## config.mk

```make
export PLATFORM = sky130hd
export DESIGN_NAME = fetch_queue
export DESIGN_NICKNAME = d
export VERILOG_FILES = /design/src/rtl/fetch_queue.sv
export SDC_FILE = /design/constraint.sdc
export NUM_CORES = 1
export LEC_CHECK = 0
export ABC_AREA = 1
export CELL_PAD_IN_SITES_DETAIL_PLACEMENT = 1
export CELL_PAD_IN_SITES_GLOBAL_PLACEMENT = 1
export CORE_ASPECT_RATIO = 0.75
export CORE_MARGIN = 2
export CORE_UTILIZATION = 31
export CTS_CLUSTER_SIZE = 12
export DETAILED_ROUTE_END_ITERATION = 10
export GPL_TIMING_DRIVEN = 0
export PLACE_DENSITY = 0.58
export SYNTH_ARGS = -nofsm -noshare
export SYNTH_HDL_FRONTEND = slang
export SYNTH_SLANG_ARGS = --single-unit
```

## constraint.sdc

```tcl
create_clock -name clk -period 2.35 [get_ports clk]
set_input_delay 0.47 -clock clk [delete_from_list [all_inputs] [get_ports clk]]
set_output_delay 0.47 -clock clk [all_outputs]
set_load 0.01 [all_outputs]
```

## src/rtl/fetch_queue.sv

```systemverilog
// Instruction fetch queue: walks the PC, issues one-cycle-latency text-memory reads and
// buffers {pc, inst} pairs for decode; redirect flushes everything and restarts fetch.
module fetch_queue #(
    parameter int          DEPTH    = 4,
    parameter logic [15:0] RESET_PC = 16'h0000
) (
    input  logic                      clk,
    input  logic                      reset,
    output logic                      mem_req,
    output logic [15:0]               mem_addr,
    input  logic [15:0]               mem_data,
    output logic                      out_valid,
    input  logic                      out_ready,
    output logic [15:0]               out_inst,
    output logic [15:0]               out_pc,
    input  logic                      redirect,
    input  logic [15:0]               redirect_pc,
    input  logic                      halt,
    output logic [$clog2(DEPTH):0]    count
);

    localparam int AW = $clog2(DEPTH);
    localparam int CW = AW + 1;

    logic [15:0]   fetch_pc_q, fetch_pc_d;
    logic          infl_q, infl_d;
    logic [15:0]   infl_addr_q, infl_addr_d;
    logic [AW-1:0] wr_ptr_q, wr_ptr_d;
    logic [AW-1:0] rd_ptr_q, rd_ptr_d;
    logic [CW-1:0] count_q, count_d;
    logic [15:0]   fifo_pc_q   [DEPTH];
    logic [15:0]   fifo_inst_q [DEPTH];

    logic [CW:0]   occupancy;
    logic          credit_ok;
    logic          push;
    logic          pop;

    // The in-flight read already owns a slot, so it is counted against the credit.
    assign occupancy = {1'b0, count_q} + (CW+1)'(infl_q);
    assign credit_ok = occupancy < (CW+1)'(DEPTH);

    assign mem_req   = reset & ~halt & ~redirect & credit_ok;
    assign mem_addr  = mem_req ? fetch_pc_q : 16'h0000;
    assign out_valid = (count_q != '0);
    assign out_pc    = fifo_pc_q[rd_ptr_q];
    assign out_inst  = fifo_inst_q[rd_ptr_q];
    assign count     = count_q;

    assign push = infl_q & ~redirect;
    assign pop  = out_valid & out_ready;

    always_comb begin
        fetch_pc_d  = fetch_pc_q;
        infl_d      = mem_req;
        infl_addr_d = infl_addr_q;
        wr_ptr_d    = wr_ptr_q;
        rd_ptr_d    = rd_ptr_q;
        count_d     = count_q;
        if (redirect) begin
            fetch_pc_d = redirect_pc;
            wr_ptr_d   = '0;
            rd_ptr_d   = '0;
            count_d    = '0;
        end else begin
            if (mem_req) begin
                infl_addr_d = fetch_pc_q;
                fetch_pc_d  = fetch_pc_q + 16'd1;
            end
            if (push) wr_ptr_d = wr_ptr_q + AW'(1);
            if (pop)  rd_ptr_d = rd_ptr_q + AW'(1);
            count_d = count_q + CW'(push) - CW'(pop);
        end
    end

    always_ff @(posedge clk or negedge reset) begin
        if (!reset) begin
            fetch_pc_q  <= RESET_PC;
            infl_q      <= 1'b0;
            infl_addr_q <= 16'h0000;
            wr_ptr_q    <= '0;
            rd_ptr_q    <= '0;
            count_q     <= '0;
        end else begin
            fetch_pc_q  <= fetch_pc_d;
            infl_q      <= infl_d;
            infl_addr_q <= infl_addr_d;
            wr_ptr_q    <= wr_ptr_d;
            rd_ptr_q    <= rd_ptr_d;
            count_q     <= count_d;
        end
    end

    always_ff @(posedge clk or negedge reset) begin
        if (!reset) begin
            for (int i = 0; i < DEPTH; i++) begin
                fifo_pc_q[i]   <= 16'h0000;
                fifo_inst_q[i] <= 16'h0000;
            end
        end else if (push) begin
            fifo_pc_q[wr_ptr_q]   <= infl_addr_q;
            fifo_inst_q[wr_ptr_q] <= mem_data;
        end
    end

endmodule

```

# After elaboration in Yosys (flattened, before gate mapping)
# Index checks and enable logic that the tools add are counted.
[totals]
ff_bits = 168
input_bits = 37
elab_cells = 57
[classes]
add_sub_neg = 6
magnitude_cmp = 4
n_mux = 18
bitwise = 9
reduce_logical = 6
[ops]
columns = ["op", "count"]
rows = [
  ["bitwise mux 64 bit", 2],
  ["2-to-1 mux 16 bit", 8],
  ["binary-select mux 16 bit (select 2 bit)", 2],
  ["demux 16 bit (select 2 bit)", 1],
  ["adder 16 x 1 -> 16 bit (second input constant)", 1],
  ["2-to-1 mux 2 bit", 4],
  [">= comparator 3 bit (second input constant)", 2],
  ["NOT 2 -> 3 bit", 2],
  ["nonzero test 2 bit", 3],
  ["AND 1 bit", 5],
  ["adder 2 x 1 -> 2 bit (second input constant)", 2],
  ["adder 3 x 1 -> 4 bit", 1],
  ["< comparator 4 x 3 -> 1 bit (second input constant)", 1],
  ["adder 3 x 1 -> 3 bit", 1],
  ["< comparator 3 x 1 -> 1 bit (second input constant)", 1],
  ["2-to-1 mux 3 bit", 1],
  ["nonzero test 3 bit", 1],
  ["subtractor 3 x 1 -> 3 bit", 1],
  ["NOT 1 bit", 2],
  ["AND reduction 2 bit", 1],
  ["logical AND 1 bit", 1],
]

# Longest topological paths before layout
[depth]
depth_word = 6
depth_mapped = 10
mapped_depth_nobuf = 10

# Least setup slack after synthesis
# OpenSTA, ideal clock, no wires.
[synth_path]
kind = "in2reg"
startpoint = "input redirect"
endpoint = "register count_q[2], in the netlist count[2]"
setup_time_ps = 123
arrival_ps = 1862
required_time_ps = 2227
path_slack_ps = 364
cell_stages = 10
path_buffers = 1
cell_sequence = "buf_6 > nor2_4 > inv_1 > ha_1 > inv_1 > ha_1 > inv_1 > fa_1 > o21ai_0 > a21oi_1"
[synth_between]
elab_chain_len = 5
[synth_rtl]
columns = ["element", "line_no", "rtl"]
rows = [
  ["start: declaration", "16", "input logic redirect,"],
  ["NOT 1 bit", "50", "assign push = infl_q & ~redirect;"],
  ["AND 1 bit", "50", ""],
  ["adder 3 x 1 -> 3 bit", "72", "count_d = count_q + CW'(push) - CW'(pop);"],
  ["subtractor 3 x 1 -> 3 bit", "72", ""],
  ["2-to-1 mux 3 bit (*)", "60", "if (redirect) begin"],
  ["via count_d[2]", "30", "logic [CW-1:0] count_q, count_d;"],
  ["end signal: assignment", "90", "count_q <= count_d;"],
  ["end: declaration", "30", ""],
]
# Mark *: on every way through the listed nets, which the timed path passes. The rest lies on a longest branch.
# A chain may end at the register's enable or synchronous reset.

# Worst setup path after layout
[layout_path]
startpoint = "register count_q[2], in the netlist count[2]"
endpoint = "output mem_addr[11]"
[layout_between]
elab_chain_len = 4
[layout_rtl]
columns = ["element", "line_no", "rtl"]
rows = [
  ["adder 3 x 1 -> 4 bit", "40", "assign occupancy = {1'b0, count_q} + (CW+1)'(infl_q);"],
  ["< comparator 4 x 3 -> 1 bit", "41", "assign credit_ok = occupancy < (CW+1)'(DEPTH);"],
  ["AND 1 bit", "43", "assign mem_req = reset & ~halt & ~redirect & credit_ok;"],
  ["2-to-1 mux 16 bit", "44", "assign mem_addr = mem_req ? fetch_pc_q : 16'h0000;"],
  ["end: declaration", "10", "output logic [15:0] mem_addr,"],
]
# No other way between the ends.

==> impl_metrics.json <==
{
  "vias": 6935,
  "grt_pass1_wl_um": 42600,
  "die-area_mm2": 0.0262,
  "diodes": 0,
  "cts.sinks": 168,
  "avgSynthCellArea_um2": 8.53,
  "max_freq_mhz": 402,
  "synth_compound_gate_area_share_pct": 17.8,
  "cts_tree": "yes",
  "ys_warn_count": 0,
  "clk_latency_ps": 440,
  "path_clk_slew_ps": 70,
  "final_cell_mix": "o21ai_0, nand2_1, dfrtp_1",
  "status": "finished with violations",
  "worstHoldPathType": "input port to asynchronous set/reset pin",
  "cp_slowest_stage_delay_ps": 430,
  "die_h_um": 141,
  "relSlewSlack_pct": 52.5,
  "vdd_drop_max_v": 0.000656,
  "synth_top_family_by_area": "simple AND/OR/NAND/NOR gates",
  "synth_mux_area_share_pct": 0,
  "place_inst": 1333,
  "synth_xor_area_share_pct": 0.567,
  "hpwl_um": 17500,
  "ys_types": 33,
  "start_util_pct": 31.3,
  "final_common_cell": "o21ai_0",
  "cts_max_path_buffers": 2,
  "rows": 50,
  "p_per_area_mw_per_mm2": 991,
  "path_class": "register to output pin",
  "max_cap_violations": 0,
  "hold_viol": 0,
  "post_synth_fa_ha_maj_area_fraction_pct": 1.55,
  "drt-total-wl_um": 27000,
  "drive_gt1_share_pct": 16.5,
  "place_ws_ps": -576,
  "finalPower_w": 0.0103,
  "routed_via_density": 4.93,
  "gp_congestion": 0.819,
  "fin_crit_sh_pct": 106,
  "cts_max_level": 4,
  "ios": 90,
  "crit_chain": "ha_4, inv_2, nor2_2, nor2_2, nand3_4, buf_12, buf_12, buf_8, nor2_4, buf_6",
  "clock_skew_ps": 11.4,
  "drt_iter0_markers": 424,
  "p_leak_nw": 4.88,
  "core_area_mm2": 0.0247,
  "grt_max_degree": 81,
  "worstSetupStartpointType": "register",
  "io_buffers": 88,
  "fin_nets": 1101,
  "period_needed_ps": 2490,
  "firstDrtPassIters": 5,
  "die_w_um": 186,
  "cts_root_buf": "clkbuf_16",
  "tightest_slew_ps": 712,
  "drv_slew": 0,
  "netlist_area_mm2": 0.00773,
  "ys_seq_elements": 168,
  "synth_simple_gate_area_share_pct": 19.1,
  "setup_viol": 14,
  "rsz0062_at_grt": "yes",
  "area_delta_synth_final_pct": 34.8,
  "critical_path.top_delay_family": "buffers and inverters",
  "drcViolationCount": 0,
  "wl_per_cell_um": 19.2,
  "netlist_instances": 906,
  "grt_use_total_pct": 21.8,
  "numCtsBuffers": 17,
  "yosysSeqAreaShare_pct": 54.4,
  "grt_pass1_vias": 7064,
  "final_cells": 1406,
  "cp-end-kind": "output pin",
  "antenna_found_initial": 0,
  "violations": "setup timing",
  "detail-route-antenna-nets": 0,
  "fillCellCount": 2866,
  "critPathMaxFanout": 6,
  "setup_ws_ps": -137,
  "cp_slowest_cell": "dfrtp_1",
  "arrival_ps": 2020,
  "syn_nets": 952,
  "overflow": 0,
  "crit_required_ps": 1880,
  "crit_buf_inv": 5
}
per-layer routing:
| metal | track usage [%] | vias to the layer above | share of wire (%) | routed length [um] |
|---|---|---|---|---|
| li1 | - | 3284 | - | - |
| met2 | 31.7 | 99 | 44 | 11800 |
| met1 | 33.7 | 3533 | 52 | 14200 |
| met5 | 0 | - | 0 | 0 |
| met3 | 3.59 | 19 | 3.0 | 809 |
| met4 | 4.39 | 0 | 0.88 | 238 |
area by class of cell:
cell class,instances,area [um2],share of cell area (%)
timing repair buffer,130,1340,12.9
tap,338,423,4.06
clock buffer,18,439,4.22
sequential,168,4210,40.4
inverter,68,275,2.64
buffer,52,398,3.82
multi-input combinational,618,3130,30.0
clock inverter,14,198,1.90
report_power, final:
group / total (W) / internal, W / leakage, nW / switching, W
registers: 0.00378 / 0.00345 / 2.24 / 0.000327
clock network: 0.00310 / 0.00182 / 0.307 / 0.00129
logic: 0.00343 / 0.00144 / 2.34 / 0.00200
total: 0.0103 / 0.00671 / 4.88 / 0.00361
timing repair:
item	CTS	global route
buffers inserted	28	13
hold buffers	3	0
endpoints found under the hold margin	60	0
pin swaps	12	11
resized for setup	220	23
setup endpoints to repair	51	28
cloned	2	0
cells in the mapped netlist, drive strengths merged:
master  count  area share (%)
o21ai     207              13
clkbuf     39             1.9
o21bai     12             1.6
nand3      39             2.8
xor2        3            0.34
inv        66             3.2
nand2     202             9.9
xnor2       2            0.23
fa          1            0.26
nand4       5            0.40
clkinv      2            0.16
a21boi      1           0.097
a21oi       2            0.13
o22ai      32             2.6
ha          8             1.3
buf        14             1.3
nor2      101             5.8
or2         1           0.081
dfrtp     168              54
nor3        1           0.065
flip-flops by register name, summed over array words and instances (netlist names):
name         count
count            3
fetch_pc_q      16
fifo_inst_q     64
fifo_pc_q       64
infl_addr_q     16
infl_q           1
rd_ptr_q         2
wr_ptr_q         2
kinds of logic after synthesis:
family / Yosys count
adder cells (fa/ha/maj): 9
buffers and inverters: 121
XOR/XNOR: 5
AO/OA/AOI/OAI: 254
AND/OR/NAND/NOR: 349
flip-flops: 168
per-stage QoR:
| stage | TNS [ps] | utilization, % | area [um2] | hold WS, ps |
|---|---|---|---|---|
| floorplan | 0 | - | 7730 | 174 |
| global placement | -1480090 | 36.5 | 9030 | 460 |
| detailed placement | -15440 | 36.7 | 9060 | 468 |
| CTS | -1280 | 41.8 | 10300 | 29.8 |
| global route | -2330 | 42.1 | 10400 | 42.6 |
| finish | -1120 | 42.1 | 10400 | 34.7 |
path summary, 6_finish.rpt:
kind	start	to	slack, ps	cells past startpoint
worst max register to register	count[1]	count[2]	170	10
worst min-delay path	reset	fifo_inst_q[26]	30	2
min in group clk	redirect	wr_ptr_q[1]	380	4
worst min register to register	fifo_inst_q[23]	fifo_inst_q[23]	480	2
worst max-delay path	count[2]	mem_addr[11]	-140	10
max in group asynchronous	reset	fifo_pc_q[30]	1540	3
Power figures use the tool's default switching activity.
